[src/rtl/store_pkg.sv]
// Shared definitions for the narrow-store path: size encodings, FSM states
// and lane count.
package store_pkg;

   localparam int unsigned NUM_LANES = 4;

   localparam logic [1:0] SZ_BYTE = 2'b00;
   localparam logic [1:0] SZ_HALF = 2'b01;
   localparam logic [1:0] SZ_WORD = 2'b10;
   localparam logic [1:0] SZ_ILL  = 2'b11;

   typedef enum logic [1:0] {
      ST_IDLE  = 2'd0,
      ST_BEAT0 = 2'd1,
      ST_BEAT1 = 2'd2
   } state_e;

   // Only the 11 encoding is rejected; every other size maps to 1/2/4 bytes.
   function automatic logic size_legal(input logic [1:0] sz);
      return sz != SZ_ILL;
   endfunction

endpackage

[src/rtl/store_lane_gen.sv]
// Combinational lane generator: builds the 8-bit byte mask and the 64-bit
// lane-shifted data for a store starting at byte offset off_i. The upper
// half of both outputs is the spill into the next word.
module store_lane_gen
   import store_pkg::*;
(
   input  logic [1:0]               off_i,
   input  logic [1:0]               size_i,
   input  logic [31:0]              data_i,
   output logic [2*NUM_LANES-1:0]   mask_o,
   output logic [63:0]              shifted_o
);

   logic [7:0]  base_mask;
   logic [31:0] trunc_data;

   // Truncate to the store width, then shift mask and data into lane position.
   always_comb begin
      base_mask  = 8'h00;
      trunc_data = 32'h0000_0000;
      case (size_i)
         SZ_BYTE: begin
            base_mask  = 8'h01;
            trunc_data = {24'h0, data_i[7:0]};
         end
         SZ_HALF: begin
            base_mask  = 8'h03;
            trunc_data = {16'h0, data_i[15:0]};
         end
         SZ_WORD: begin
            base_mask  = 8'h0F;
            trunc_data = data_i;
         end
         default: begin
            base_mask  = 8'h00;
            trunc_data = 32'h0000_0000;
         end
      endcase
      mask_o    = base_mask << off_i;
      shifted_o = {32'h0000_0000, trunc_data} << {off_i, 3'b000};
   end

endmodule

[src/rtl/store_narrow.sv]
// Narrow store unit: converts SB/SH/SW requests at any byte address into one
// or two word-aligned, byte-enabled memory beats (two when the store crosses
// a word boundary). All memory-side outputs are registered and held until
// acknowledged.
module store_narrow
   import store_pkg::*;
(
   input  logic        clk_i,
   input  logic        rst_i,
   input  logic        st_valid_i,
   output logic        st_ready_o,
   input  logic [31:0] st_addr_i,
   input  logic [31:0] st_data_i,
   input  logic [1:0]  st_size_i,
   output logic        mem_req_o,
   output logic [31:0] mem_addr_o,
   output logic [31:0] mem_wdata_o,
   output logic [3:0]  mem_be_o,
   input  logic        mem_ack_i,
   output logic        done_o,
   output logic        err_o
);

   state_e      state_q, state_d;
   logic        mem_req_q, mem_req_d;
   logic [31:0] mem_addr_q, mem_addr_d;
   logic [31:0] mem_wdata_q, mem_wdata_d;
   logic [3:0]  mem_be_q, mem_be_d;
   logic [3:0]  hi_be_q, hi_be_d;       // second-beat enables; nonzero means split
   logic [31:0] hi_wdata_q, hi_wdata_d;
   logic        done_q, done_d;
   logic        err_q, err_d;

   logic        accept;
   logic        legal;
   logic [7:0]  lane_mask;
   logic [63:0] lane_data;

   store_lane_gen u_lane_gen (
      .off_i     (st_addr_i[1:0]),
      .size_i    (st_size_i),
      .data_i    (st_data_i),
      .mask_o    (lane_mask),
      .shifted_o (lane_data)
   );

   // Ready is gated by reset so it reads 0 while rst_i is low and 1 right after.
   assign st_ready_o = rst_i && (state_q == ST_IDLE);
   assign accept     = st_valid_i && st_ready_o;
   assign legal      = size_legal(st_size_i);

   // State and output registers; reset clears everything at once (aborts a beat).
   always_ff @(posedge clk_i or negedge rst_i) begin
      if (!rst_i) begin
         state_q     <= ST_IDLE;
         mem_req_q   <= 1'b0;
         mem_addr_q  <= 32'h0;
         mem_wdata_q <= 32'h0;
         mem_be_q    <= 4'h0;
         hi_be_q     <= 4'h0;
         hi_wdata_q  <= 32'h0;
         done_q      <= 1'b0;
         err_q       <= 1'b0;
      end else begin
         state_q     <= state_d;
         mem_req_q   <= mem_req_d;
         mem_addr_q  <= mem_addr_d;
         mem_wdata_q <= mem_wdata_d;
         mem_be_q    <= mem_be_d;
         hi_be_q     <= hi_be_d;
         hi_wdata_q  <= hi_wdata_d;
         done_q      <= done_d;
         err_q       <= err_d;
      end
   end

   // Next-state: a beat advances only on ack; BEAT1 is entered only for splits.
   always_comb begin
      state_d = state_q;
      case (state_q)
         ST_IDLE:  if (accept && legal) state_d = ST_BEAT0;
         ST_BEAT0: if (mem_ack_i) state_d = (hi_be_q != 4'h0) ? ST_BEAT1 : ST_IDLE;
         ST_BEAT1: if (mem_ack_i) state_d = ST_IDLE;
         default:  state_d = ST_IDLE;
      endcase
   end

   // Output next values: load beat 0 on accept, swap in beat 1 on split ack,
   // clear and pulse done on the final ack.
   always_comb begin
      mem_req_d   = mem_req_q;
      mem_addr_d  = mem_addr_q;
      mem_wdata_d = mem_wdata_q;
      mem_be_d    = mem_be_q;
      hi_be_d     = hi_be_q;
      hi_wdata_d  = hi_wdata_q;
      done_d      = 1'b0;
      err_d       = 1'b0;
      case (state_q)
         ST_IDLE: begin
            if (accept) begin
               if (legal) begin
                  mem_req_d   = 1'b1;
                  mem_addr_d  = {st_addr_i[31:2], 2'b00};
                  mem_be_d    = lane_mask[3:0];
                  mem_wdata_d = lane_data[31:0];
                  hi_be_d     = lane_mask[7:4];
                  hi_wdata_d  = lane_data[63:32];
               end else begin
                  err_d = 1'b1;
               end
            end
         end
         ST_BEAT0: begin
            if (mem_ack_i) begin
               if (hi_be_q != 4'h0) begin
                  // Natural 32-bit wrap takes 0xFFFFFFFC to 0x00000000.
                  mem_addr_d  = mem_addr_q + 32'd4;
                  mem_be_d    = hi_be_q;
                  mem_wdata_d = hi_wdata_q;
                  hi_be_d     = 4'h0;
                  hi_wdata_d  = 32'h0;
               end else begin
                  mem_req_d   = 1'b0;
                  mem_addr_d  = 32'h0;
                  mem_wdata_d = 32'h0;
                  mem_be_d    = 4'h0;
                  done_d      = 1'b1;
               end
            end
         end
         ST_BEAT1: begin
            if (mem_ack_i) begin
               mem_req_d   = 1'b0;
               mem_addr_d  = 32'h0;
               mem_wdata_d = 32'h0;
               mem_be_d    = 4'h0;
               done_d      = 1'b1;
            end
         end
         default: begin
            mem_req_d = 1'b0;
            mem_be_d  = 4'h0;
         end
      endcase
   end

   assign mem_req_o   = mem_req_q;
   assign mem_addr_o  = mem_addr_q;
   assign mem_wdata_o = mem_wdata_q;
   assign mem_be_o    = mem_be_q;
   assign done_o      = done_q;
   assign err_o       = err_q;

endmodule

[config.mk]
export PLATFORM = sky130hd
export DESIGN_NAME = store_narrow
export DESIGN_NICKNAME = d
export VERILOG_FILES = /design/src/rtl/store_pkg.sv /design/src/rtl/store_lane_gen.sv /design/src/rtl/store_narrow.sv
export SDC_FILE = /design/constraint.sdc
export NUM_CORES = 1
export LEC_CHECK = 0
export CORE_AREA = 2 2 100 151
export DETAILED_ROUTE_END_ITERATION = 16
export DIE_AREA = 0 0 102 153
export MAX_ROUTING_LAYER = met4
export PLACE_DENSITY = 0.87
export SLEW_MARGIN = 20
export SYNTH_ARGS = -nofsm -noshare
export SYNTH_HDL_FRONTEND = slang
export SYNTH_HIERARCHICAL = 1
export SYNTH_SLANG_ARGS = --single-unit
export TNS_END_PERCENT = 1
[constraint.sdc]
create_clock -name clk_i -period 1.8 [get_ports clk_i]
set_input_delay 0.45 -clock clk_i [delete_from_list [all_inputs] [get_ports clk_i]]
set_output_delay 0.45 -clock clk_i [all_outputs]
set_load 0.01 [all_outputs]
==> summary.md, run 1 <==
| Metric | Value |
|---|---|
| Status | `complete, but fails checks` |
| Failing checks | `negative setup slack` |
| Critical path arrival | `between 2 and 2.5 ns` |
| Drt first pass iters | `5` |
| Final hold violation count | `0` |
| Tightest Pin Transition | `~0.8 ns` |
| Largest family of logic cells by synthesized area | `simple AND/OR/NAND/NOR gates` |
| Worst slack, placed | `-1.09 ns` |
| # diodes | `0` |
| Async SR Flop Fraction | `100%` |
| Buffers on Ports | `about 140` |
| Total power | `roughly 14 mW` |
| PD cells | `roughly 1400 mW/mm2` |
| Crit-path max FO | `9` |
| Max-Cap Viols | `0` |
| Area used by multi-input combinational logic | `0.00387 mm2` |
| Post-synth EDFFs | `0` |
| Mapped Cells | `778` |
| CTS clk-pin slew, worst paths | `~0.08 ns` |
| Leakage | `4.40 nW` |
| Initial antenna violation count | `0` |
| Most frequent cells in the layout | `buf_4, dfrtp_1, clkdlybuf4s50_1` |
| Clock buffer depth | `2` |
| Io pins | `around 140` |
| CTS root buffer | `clkbuf_16` |
| Adder-cell share of the synthesized area | `1.89%` |
| Height of the die | `153 um` |
| CTS tree | `done` |
| Die width | `102 um` |
| RSZ-0062 raised after global routing | `yes` |
| Mapped Area | `0.00661 mm2` |
| Register Area | `0.00268 mm2` |
| Slew Viols, Final | `0` |
| Top_reg_cell synth | `dfrtp_1` |
| Share of the synthesized area in the top cell type | `40.5%` |
| Required time worst endpoint | `2.10 ns` |
| Initial Util | `46.1%` |
| Top cells by area, synth | `dfrtp_1, o21ai_0, nand2_1` |
| Post-DP HPWL | `between 15,000 and 20,000 um` |
| CTS Hold Buffers Added | `0` |
| Minimum clock period | `2.11 ns` |
| Hold Path Class | `input port to async pin` |
| Largest net degree at the start of global routing | `63` |
| Syn_area_per_cell | `around 8.5 um2` |
| DR WL/cell | `just over 20 um` |
| Commonest non-fill, non-tap cell in the layout | `buf_4` |
| Layout Skew | `~0.011 ns` |
| Slew HR | `approximately 46%` |
| DRT Wirelength | `24,600 um` |
| Routability Congestion | `~0.96` |
| Setup-failing EPs final | `~100` |
| FMAX | `between 400 and 500 MHz` |
| Routed via count | `between 7,000 and 8,000` |
| H-Tree Depth | `3` |
| Grt total ovfl | `0` |
| DIE AREA | `approximately 0.016 mm2` |
| CTS buffer count | `9` |
| Clock sinks | `around 110` |
| GRT Overall Usage | `31.8%` |
| Initial drt markers | `762` |
| Synth Area in Compound Gates | `between 20% and 30%` |
| Final period util | `117%` |
| Vias in the first global route | `about 7,000` |
| Layout area overhead | `46.3%` |
| Later-pin clock latency in the skew report | `between 0.3 and 0.4 ns` |
| Nature of the critical path endpoint | `flop` |
| Number of library cell types mapped by synthesis | `between 60 and 70` |
| Fin Hold WS | `roughly 0.26 ns` |
| Fraction of layout instances using a drive strength above 1 | `a little under a quarter` |
| Xor-xnor portion of the synthesized cell area | `0%` |
| FF+latch count, synth | `~110` |
| Crit Path Class | `flop to flop` |
| Synthesis warning total | `6` |
| Simple-gate share of the synthesized area | `a little over a quarter` |
| Peak supply drop | `roughly 900 uV` |
| Register area share after synthesis | `between 40 and 50%` |
| First-pass GRT wire length | `approximately 38,000 um` |
| Final WS setup | `-0.311 ns` |
| Area leader, netlist | `dfrtp_1` |
| Drt via density | `about 6` |
| Startpoint Class | `flop` |
| Core box area | `0.0143 mm2` |
| Residual DRC | `0` |
| Mux cell area share after synthesis | `around 2.2%` |
| Cell row count | `between 50 and 60` |
| Nets@finish | `between 1,000 and 1,500` |
| FILL cells | `1,085` |
| ANT nets after route | `0` |
-- layout make-up --
type	instances	area share, %
multi-input combinational	599	40.0
sequential	107	27.7
timing repair buffer	273	26.2
tap	196	2.54
clock buffer	10	2.37
clock inverter	5	0.570
inverter	12	0.518
-- timing repair --
item,4_1_cts,5_1_grt
setup buffers,4,1
pin swaps,21,4
gates resized for setup,96,48
setup endpoints to repair,128,109
gates cloned,1,0
-- final timing paths --
path	start	to	slack (ns)	cells past startpoint
min in group clk_i	st_size_i[0]	err_o	0.46	3
max in group asynchronous	rst_i	mem_addr_o[9]	0.87	2
min	rst_i	mem_be_o[3]	0.26	2
max reg2reg	state_q[0]	mem_addr_o[28]	-0.31	7
min reg2reg	hi_wdata_q[19]	hi_wdata_q[19]	0.48	2
max	state_q[0]	mem_addr_o[28]	-0.31	7
-- power breakdown --
part           internal [mW]  switching, mW  total, mW  leakage [nW]
combinational           3.52           4.42       7.94          2.84
sequential              3.24          0.621       3.86          1.43
clock                   1.07          0.922       1.99         0.134
-- metrics by stage --
step | utilization [%] | setup TNS [ns] | instances | instance area, um2
2_1_floorplan | - | -0.547 | 787 | 6690
3_3_place_gp | 62.8 | -59.04 | 1181 | 9000
3_5_place_dp | 62.8 | -63.01 | 1181 | 9000
4_1_cts | 66.5 | -1.71 | 1201 | 9520
5_1_grt | 67.5 | -16.96 | 1202 | 9660
6_report | 67.5 | -12.02 | 1202 | 9660
-- registers in the layout (all words and copies together), names as in the netlist --
register,flops
mem_wdata_o,32
done_o,1
mem_req_o,1
state_q,2
mem_be_o,4
err_o,1
mem_addr_o,30
hi_wdata_q,32
hi_be_q,4
-- cell usage after synthesis (all sizes together), types with 4 or more instances --
cell / count
nand3: 22
a21oi: 44
a32oi: 8
a22oi: 10
nor3: 11
a221o: 24
and3: 50
and2: 19
o21ai: 105
a22o: 12
nor4: 5
nand2b: 38
a31oi: 9
nand2: 102
nor2b: 4
clkbuf: 37
nand4: 9
mux2i: 12
nor2: 44
inv: 12
buf: 32
ha: 10
or4: 8
nor3b: 7
dfrtp: 107
-- worst max-delay path: stages, from the launching register on --
cell and delay (ns):
dfrtp_1 0.43, buf_4 0.16, ha_4 0.17, o41a_1 0.30, nand2_2 0.17, buf_6 0.18, or4_4 0.52, nand3_2 0.10
-- cell families (layout without fill, tap and decap cells) --
kind of cell / count (synthesis) / after routing
AO/OA/AOI/OAI: 231 / 231
adder cells (fa/ha/maj): 10 / 10
buffers and inverters: 81 / 300
flip-flops: 107 / 107
multiplexers: 14 / 14
other: 2 / 11
AND/OR/NAND/NOR: 333 / 333
-- per-layer routing --
layer  vias up  part of all wire (%)  global-route usage, %
li1       3238                     -                      -
met1      3496                    36                   36.1
met5         -                     0                      -
met3       151                   8.1                   6.13
met4         0                   6.6                   17.8
met2       495                    50                   51.7
Note: power is estimated with default switching activity, not from simulation.
==> inputs of run 2 (changes only) <==
CORE_AREA = 2 2 92 139   (was 2 2 100 151)
DIE_AREA = 0 0 94 141   (was 0 0 102 153)
PLACE_DENSITY = 0.95   (was 0.87)
clock period = 2.49 ns   (was 1.8 ns; I/O delays follow)
==> run 2 against run 1 <==
  * The flow now finishes without violations
  * Core utilization up 4.6 points
  * Worst setup slack gained 0.33 ns
  * Sequential share of layout area increased by 2.7 points
  * Register-to-register slack improved by 0.46 ns
  * Worst hold slack worse by 0.17 ns
  * Highest routed layer unchanged
==> summary.md, run 2 (synthesized netlist as in run 1, its figures left out) <==
| Metric | Value |
|---|---|
| Post-DP HPWL | `16,100 um (was 16,700 um)` |
| Tightest Pin Transition | `0.580 ns (was 0.813 ns)` |
| Crit-path max FO | `7 (was 9)` |
| Clock sinks | `107 (unchanged)` |
| Slew HR | `61.3% (was 45.8%)` |
| Routability Congestion | `1.08 (was 0.957)` |
| Nature of the critical path endpoint | `flop (unchanged)` |
| Drt first pass iters | `7 (was 5)` |
| H-Tree Depth | `3 (unchanged)` |
| Nets@finish | `1,011 (was 1,082)` |
| GRT Overall Usage | `35.4% (was 31.8%)` |
| Height of the die | `141 um (was 153 um)` |
| Initial drt markers | `1,008 (was 762)` |
| CTS buffer count | `9 (unchanged)` |
| DIE AREA | `0.0133 mm2 (was 0.0156 mm2)` |
| Layout Skew | `0.00625 ns (was 0.0110 ns)` |
| Core box area | `0.0122 mm2 (was 0.0143 mm2)` |
| Drt via density | `6.57 (was 6.14)` |
| Slowest cell on crit path | `clkdlybuf4s50_1 (was or4_4)` |
| Fraction of layout instances using a drive strength above 1 | `12.1% (was 22.9%)` |
| Critical path startpoint | `st_size_i[1] (was state_q[0])` |
| CTS Hold Buffers Added | `0 (unchanged)` |
| Critical path arrival | `2.69 ns (was 2.41 ns)` |
| Required time worst endpoint | `2.72 ns (was 2.10 ns)` |
| Die width | `94 um (was 102 um)` |
| Grt total ovfl | `0 (unchanged)` |
| CTS clk-pin slew, worst paths | `0.07 ns (was 0.08 ns)` |
| # diodes | `0 (unchanged)` |
| Crit Path Class | `input port to flop (was flop to flop)` |
| Clock buffer depth | `2 (unchanged)` |
| RSZ-0062 raised after global routing | `yes (unchanged)` |
| Initial Util | `54.2% (was 46.1%)` |
| Peak supply drop | `643 uV (was 892 uV)` |
| Slew Viols, Final | `0 (unchanged)` |
| DRT Wirelength | `22,800 um (was 24,600 um)` |
| Final hold violation count | `0 (unchanged)` |
| Minimum clock period | `around 2.5 ns` |
| Cell row count | `50 (was 54)` |
| Io pins | `142 (unchanged)` |
| Final period util | `99.1%` |
| ANT nets after route | `0 (unchanged)` |
| Setup-failing EPs final | `0 (was 99)` |
| Commonest non-fill, non-tap cell in the layout | `clkdlybuf4s50_1 (was buf_4)` |
| Initial antenna violation count | `0 (unchanged)` |
| FMAX | `slightly above 400 MHz` |
| Setup TNS | `0 ns (was -12.02 ns)` |
| Startpoint Class | `input port (was flop)` |
| R2r startpoint | `state_q[1] (was state_q[0])` |
| Crit path largest cell delay | `0.51 ns (was 0.52 ns)` |
| Hold Path Class | `input port to async pin (unchanged)` |
| First-pass GRT wire length | `35,600 um (was 37,900 um)` |
| Fin Hold WS | `0.0862 ns (was 0.260 ns)` |
| CTS root buffer | `clkbuf_16 (unchanged)` |
| Residual DRC | `0 (unchanged)` |
| Most used cell, CP | `buf_4` |
| CP Buf/Inv Count | `4 (was 2)` |
| Most frequent cells in the layout | `clkdlybuf4s50_1, dfrtp_1, nand2_1 (was buf_4, dfrtp_1, clkdlybuf4s50_1)` |
| Status | `completed (was complete, but fails checks)` |
| Buffers on Ports | `139 (unchanged)` |
| DR WL/cell | `20.9 um (was 20.4 um)` |
| CTS tree | `done (unchanged)` |
| PD cells | `1050 mW/mm2 (was 1430 mW/mm2)` |
| Max-Cap Viols | `0 (unchanged)` |
| Largest net degree at the start of global routing | `61 (was 63)` |
| Total power | `9.19 mW (was 13.8 mW)` |
| Leakage | `3.81 nW (was 4.40 nW)` |
| Later-pin clock latency in the skew report | `0.35 ns (was 0.36 ns)` |
| CP top delay family | `buffers and inverters (was simple AND/OR/NAND/NOR gates)` |
| Vias in the first global route | `6,712 (was 7,209)` |
| Layout area overhead | `33.0% (was 46.3%)` |
| Worst path cell trace | `clkdlybuf4s50_1, inv_1, ha_1, nor3_4, buf_4, nor2_2, buf_4, a221o_1, a21oi_1, o21ai_0 (was buf_4, ha_4, o41a_1, nand2_2, buf_6, or4_4, nand3_2)` |
| Routed via count | `7,176 (was 7,380)` |
==> run 2: cell type report <==
class | instances | area [um2]
multi-input cells | 599 | 3660
repair buffers | 202 | 1890
clock inverters | 7 | 100
clock buffers | 9 | 225
fillers | 824 | 3410
flip-flops and latches | 107 | 2680
inverters | 12 | 45.0
well taps | 156 | 195
==> run 2: report_power, final <==
group	switching, mW	total, mW	internal [mW]
Combinational	2.66	4.67	2.01
Clock	0.679	1.57	0.889
Sequential	0.613	2.95	2.34
==> run 2: final timing paths <==
| path | end | slack, ns | depth (start not counted) |
|---|---|---|---|
| worst max-delay path | mem_wdata_o[20] | 0.02 | 10 |
| worst min-delay path | mem_be_o[0] | 0.09 | 1 |
| worst max register to register | mem_addr_o[7] | 0.15 | 8 |
| worst min register to register | hi_wdata_q[10] | 0.48 | 2 |
| max in group asynchronous | mem_wdata_o[11] | 1.60 | 2 |
| min in group clk_i | hi_wdata_q[10] | 0.48 | 2 |
==> run 2: per-stage QoR <==
step	utilization [%]	instance area (um2)	setup slack, ns	std cells
after floorplan	-	6640	0.369	787
after global placement	68.7	8380	-0.628	1075
after detailed placement	68.8	8390	-0.375	1075
after CTS	71.5	8730	-0.00603	1091
after global routing	72.0	8790	-0.0418	1092
final	72.0	8790	0.0222	1092
==> run 2: routing by layer <==
layer / GRT usage (%) / vias up / routed length (um)
li1: - / 3098 / -
met1: 41.6 / 3298 / 7710
met4: 19.6 / 0 / 1660
met5: - / - / 0
met3: 5.93 / 171 / 2250
met2: 57.1 / 609 / 11200
==> run 2: what timing repair did <==
item / 4_1_cts / 5_1_grt
pin swaps: 0 / 3
setup buffers: 0 / 1
setup endpoints to repair: 7 / 35
gates resized for setup: 2 / 10
